==> src/rtl/multiplier_csa_pkg.sv <==
// Shared types and helpers for the carry-save array multiplier.
package multiplier_csa_pkg;

    typedef struct packed {
        logic sum;
        logic cout;
    } fa_res_t;

    function automatic int prod_width(input int n);
        return 2 * n;
    endfunction

endpackage

==> src/rtl/multiplier_csa_fa.sv <==
// One full-adder cell, used for every array cell and every final-adder bit.
module csa_full_adder
    import multiplier_csa_pkg::*;
(
    input  logic a,
    input  logic b,
    input  logic cin,
    output logic sum,
    output logic cout
);

    fa_res_t res;

    always_comb begin
        res.sum  = a ^ b ^ cin;
        res.cout = (a & b) | (cin & (a ^ b));
    end

    assign sum  = res.sum;
    assign cout = res.cout;

endmodule

==> src/rtl/multiplier_csa.sv <==
// Unsigned N x N carry-save array multiplier with a single registered output stage.
module multiplier_csa
    import multiplier_csa_pkg::*;
#(
    parameter int N = 4
) (
    input  logic             clk,
    input  logic             rst_n,
    input  logic             in_valid,
    input  logic [N-1:0]     multiplicand,
    input  logic [N-1:0]     multiplier,
    output logic [2*N-1:0]   product,
    output logic             out_valid
);

    localparam int PW = prod_width(N);

    logic [PW-1:0] prod_c;
    logic [PW-1:0] product_d, product_q;
    logic          out_valid_d, out_valid_q;

    // Row r holds sums at weight r+j and carries at weight r+j+1; each row
    // consumes the previous row's sums shifted down one column, so carries
    // move diagonally and never ripple within a row.
    generate
        for (genvar r = 0; r < N; r++) begin : g_row
            logic [N-1:0] pp;
            logic [N-1:0] s;
            logic [N-1:0] c;

            assign pp = multiplicand & {N{multiplier[r]}};

            if (r == 0) begin : g_init
                assign s = pp;
                assign c = '0;
            end else begin : g_add
                logic [N-1:0] s_in;
                assign s_in = {1'b0, g_row[r-1].s[N-1:1]};
                for (genvar j = 0; j < N; j++) begin : g_cell
                    csa_full_adder u_fa (
                        .a    (pp[j]),
                        .b    (s_in[j]),
                        .cin  (g_row[r-1].c[j]),
                        .sum  (s[j]),
                        .cout (c[j])
                    );
                end
            end

            assign prod_c[r] = s[0];
        end

        // Ripple row resolving the leftover sum/carry vectors into the upper half.
        for (genvar k = 0; k < N; k++) begin : g_fin
            logic fa_a;
            logic ci;
            logic so;

            if (k < N - 1) begin : g_a
                assign fa_a = g_row[N-1].s[k+1];
            end else begin : g_a_top
                assign fa_a = 1'b0;
            end

            if (k == 0) begin : g_ci0
                assign ci = 1'b0;
            end else begin : g_ci
                assign ci = g_fin[k-1].co;
            end

            if (k < N - 1) begin : g_mid
                logic co_k;
                csa_full_adder u_fa (
                    .a    (fa_a),
                    .b    (g_row[N-1].c[k]),
                    .cin  (ci),
                    .sum  (so),
                    .cout (co_k)
                );
            end else begin : g_top
                logic carry_unused;
                csa_full_adder u_fa (
                    .a    (fa_a),
                    .b    (g_row[N-1].c[k]),
                    .cin  (ci),
                    .sum  (so),
                    .cout (carry_unused)
                );
            end

            logic co;
            if (k < N - 1) begin : g_co
                assign co = g_mid.co_k;
            end else begin : g_co_top
                assign co = 1'b0;
            end

            assign prod_c[N+k] = so;
        end
    endgenerate

    always_comb begin
        product_d   = in_valid ? prod_c : product_q;
        out_valid_d = in_valid;
    end

    always_ff @(posedge clk) begin
        if (!rst_n) begin
            product_q   <= '0;
            out_valid_q <= 1'b0;
        end else begin
            product_q   <= product_d;
            out_valid_q <= out_valid_d;
        end
    end

    assign product   = product_q;
    assign out_valid = out_valid_q;

endmodule

==> config.mk <==
export PLATFORM = sky130hd
export DESIGN_NAME = multiplier_csa
export DESIGN_NICKNAME = d
export VERILOG_FILES = /design/src/rtl/multiplier_csa_pkg.sv /design/src/rtl/multiplier_csa_fa.sv /design/src/rtl/multiplier_csa.sv
export SDC_FILE = /design/constraint.sdc
export NUM_CORES = 1
export LEC_CHECK = 0
export CORE_UTILIZATION = 45
export DETAILED_ROUTE_END_ITERATION = 10
export PLACE_DENSITY = 0.77
export SYNTH_ARGS = -nofsm -noshare
export SYNTH_HDL_FRONTEND = slang
export SYNTH_SLANG_ARGS = --single-unit
export TNS_END_PERCENT = 20
==> constraint.sdc <==
create_clock -name clk -period 4.6 [get_ports clk]
set_input_delay 0.92 -clock clk [delete_from_list [all_inputs] [get_ports clk]]
set_output_delay 0.92 -clock clk [all_outputs]
set_load 0.1 [all_outputs]
==> key figures <==
STA
  – Unrepaired setup endpoints after global routing: no
  – Crit path time final: 3890 ps
  – Final Setup Violations: 0
  – Slew headroom: 34.9%
  – Final hold violations: 0
  – Sum Neg Setup Slack: 0 ps
  – Worst slew pin tran: 974 ps
  – Hold WS: 492 ps
  – Slew Limit Fails: 0
  – Fmax: around 260 MHz
  – Fin Clk Skew: 0 ps
  – Crit share post-route: 84.5%

Synthesis
  – Net count after synthesis: 90
  – Top-area cell type share of the netlist area: between 20% and 30%
  – Flops & latches, synth: 9
  – Largest area contributor in the synthesized netlist: dfxtp_1
  – Ys Warns: 0
  – Synthesized instance count: 67
  – Netlist cell types: 14
  – Sequential share of the synthesized area: between 20% and 30%
  – Avg Inst Size Synth: 9.84 sq um
  – Top post-synthesis cells by area: dfxtp_1 (27%), fa_1 (24%), mux2i_1 (9.1%)
  – Cell Area, Synth: approximately 660 sq um

Placed design
  – Area post-placement: approximately 850 sq um
  – DP HPWL: 975 um
  – Placed Cells incl. Taps: just under 100
  – Final Wtd Congestion: 0.688
  – Port Buffers: 19

Floorplan
  – Die X-Extent: 40.3 um
  – Rows: 13
  – Initial Util: 49.4%
  – Core Region: 1330 sq um
  – I/O Pins: 20
  – Die Ht: 40.3 um
  – Full die area: between 1500 and 2000 sq um

Setup path
  – CP required: between 4000 and 5000 ps
  – Critical path arrival: approximately 4000 ps
  – Crit-path max FO: 4
  – CP startpoint kind: input pin
  – Crit. End Element: flip-flop
  – Crit Path Category: in2reg

Finish
  – Fill count: 115
  – Layout cells sized above 1: under 10%
  – Area grow syn2layout: 33.4%
  – # diodes: 0
  – Final Non-Filler Cells: between 100 and 150
  – Final instance area: 880 sq um
  – Nets@finish: between 100 and 150

Clock network
  – CTS tree: yes
  – H-tree levels: 1
  – Clock Tree Root: clkbuf_4
  – Hold_buf cts: 0
  – CTS resizes: 0
  – Num CTS Buffers: 3
  – Post-CTS Setup Bufs: 0
  – Clk Latency, worst-skew pair: 250 ps
  – Worst-path clk slew: 60 ps
  – Clk buf depth: 2
  – Clock sink total: 9

Power and ir drop
  – Pwr/cell area: 306 nW/um^2
  – Maximum VDD drop: 0.000260 V
  – Power, Total: approximately 0.27 mW
  – Static leakage: 0.411 nW

Global route
  – First-pass GRT wire length: 1760 um
  – Overall Global Routing Usage: 16.5%
  – Antenna violations before repair: 0
  – Vias in the first global route: 436
  – Largest net degree at the start of global routing: 12
  – Global route overflow: 0

Routing
  – DRC: 0
  – Wire per inst: between 10 and 15 um
  – 1st-iter DRT viols: 5
  – Via density: 4.89
  – Drt first pass iters: 4
  – Vias: between 500 and 600
  – Post-route ant nets: 0
  – DRT Wirelength: 1150 um

Run status
  – Status: complete, no violations

Worst hold path
  – Hold Path Class: reg2reg

Run
  – Max-Cap Viols: 0
[where the power goes]
part | total, mW | internal (mW) | switching, mW
registers | 0.0885 | 0.0852 | 0.00325
logic | 0.120 | 0.0394 | 0.0809
clock network | 0.0601 | 0.0334 | 0.0267
[state kept, by name, indices dropped and copies added (netlist names)]
name	flops
out_valid	1
product	8
[per-layer routing]
metal	share of wire, %	global-route usage, %	vias to the layer above
li1	-	-	245
met1	42	17.9	242
met2	51	31.0	17
met3	7.0	7.22	0
met4	0	0	0
met5	0	0	-
[kinds of logic (layout without fill, tap and decap cells)]
kind of cell	after synthesis	in the layout	synth area share (%)
fa+ha+maj	12	12	31.9
simple gates	26	26	21.6
mux	6	6	9.11
flops	9	9	27.3
compound gates	1	1	1.52
buf+inv	13	34	8.54
[worst max-delay path, cell delays in order]
cell             delay, ps
clkdlybuf4s50_1        470
and2_1                 190
ha_1                   260
inv_1                   50
fa_1                   510
inv_1                   50
fa_1                   390
ha_1                   200
fa_1                   370
fa_1                   480
mux2i_1                 60
nor2b_1                130
[path summary, 6_finish.rpt]
kind                            depth (start not counted)                       to  slack, ps                     from
worst max-delay path                                   12  product[6]$_SDFFE_PN0P_        710            multiplier[1]
worst min-delay path                                    2  product[0]$_SDFFE_PN0P_        490  product[0]$_SDFFE_PN0P_
worst max register to register                          1  product[2]$_SDFFE_PN0P_       3980  product[2]$_SDFFE_PN0P_
worst min register to register                          2  product[0]$_SDFFE_PN0P_        490  product[0]$_SDFFE_PN0P_
[cells in the mapped netlist]
library cell  number
nand2_1            9
buf_6              1
and2_1             8
nand3b_1           1
inv_1             11
nor2b_1            6
nand4_1            1
o211a_1            1
clkbuf_1           1
mux2i_1            6
dfxtp_1            9
fa_1               8
ha_1               4
and2_2             1
[cell type report]
class                      count  area (sq um)  share of cell area, %
multi-input combinational     45           423                   48.1
sequential                     9           180                   20.5
tap                           15          18.8                   2.13
clock buffer                   4          26.3                   2.99
inverter                      11          41.3                   4.69
timing repair buffer          19           190                   21.6
[stage by stage]
step,utilization (%),worst slack [ps]
after floorplan,-,1030
after global placement,64.0,464
after detailed placement,64.0,422
after CTS,65.9,686
after global routing,65.9,593
final,65.9,712
[layout by cell type (no fill, tap or decap)]
cell type         n
nand4_1           1
fa_1              8
nand2_1           9
clkdlybuf4s50_1  19
inv_1            11
nand3b_1          1
and2_1            8
mux2i_1           6
dfxtp_1           9
nor2b_1           6
and2_2            1
clkbuf_1          1
clkbuf_4          3
o211a_1           1
ha_1              4
No activity file was read; power rests on OpenSTA's default activity.
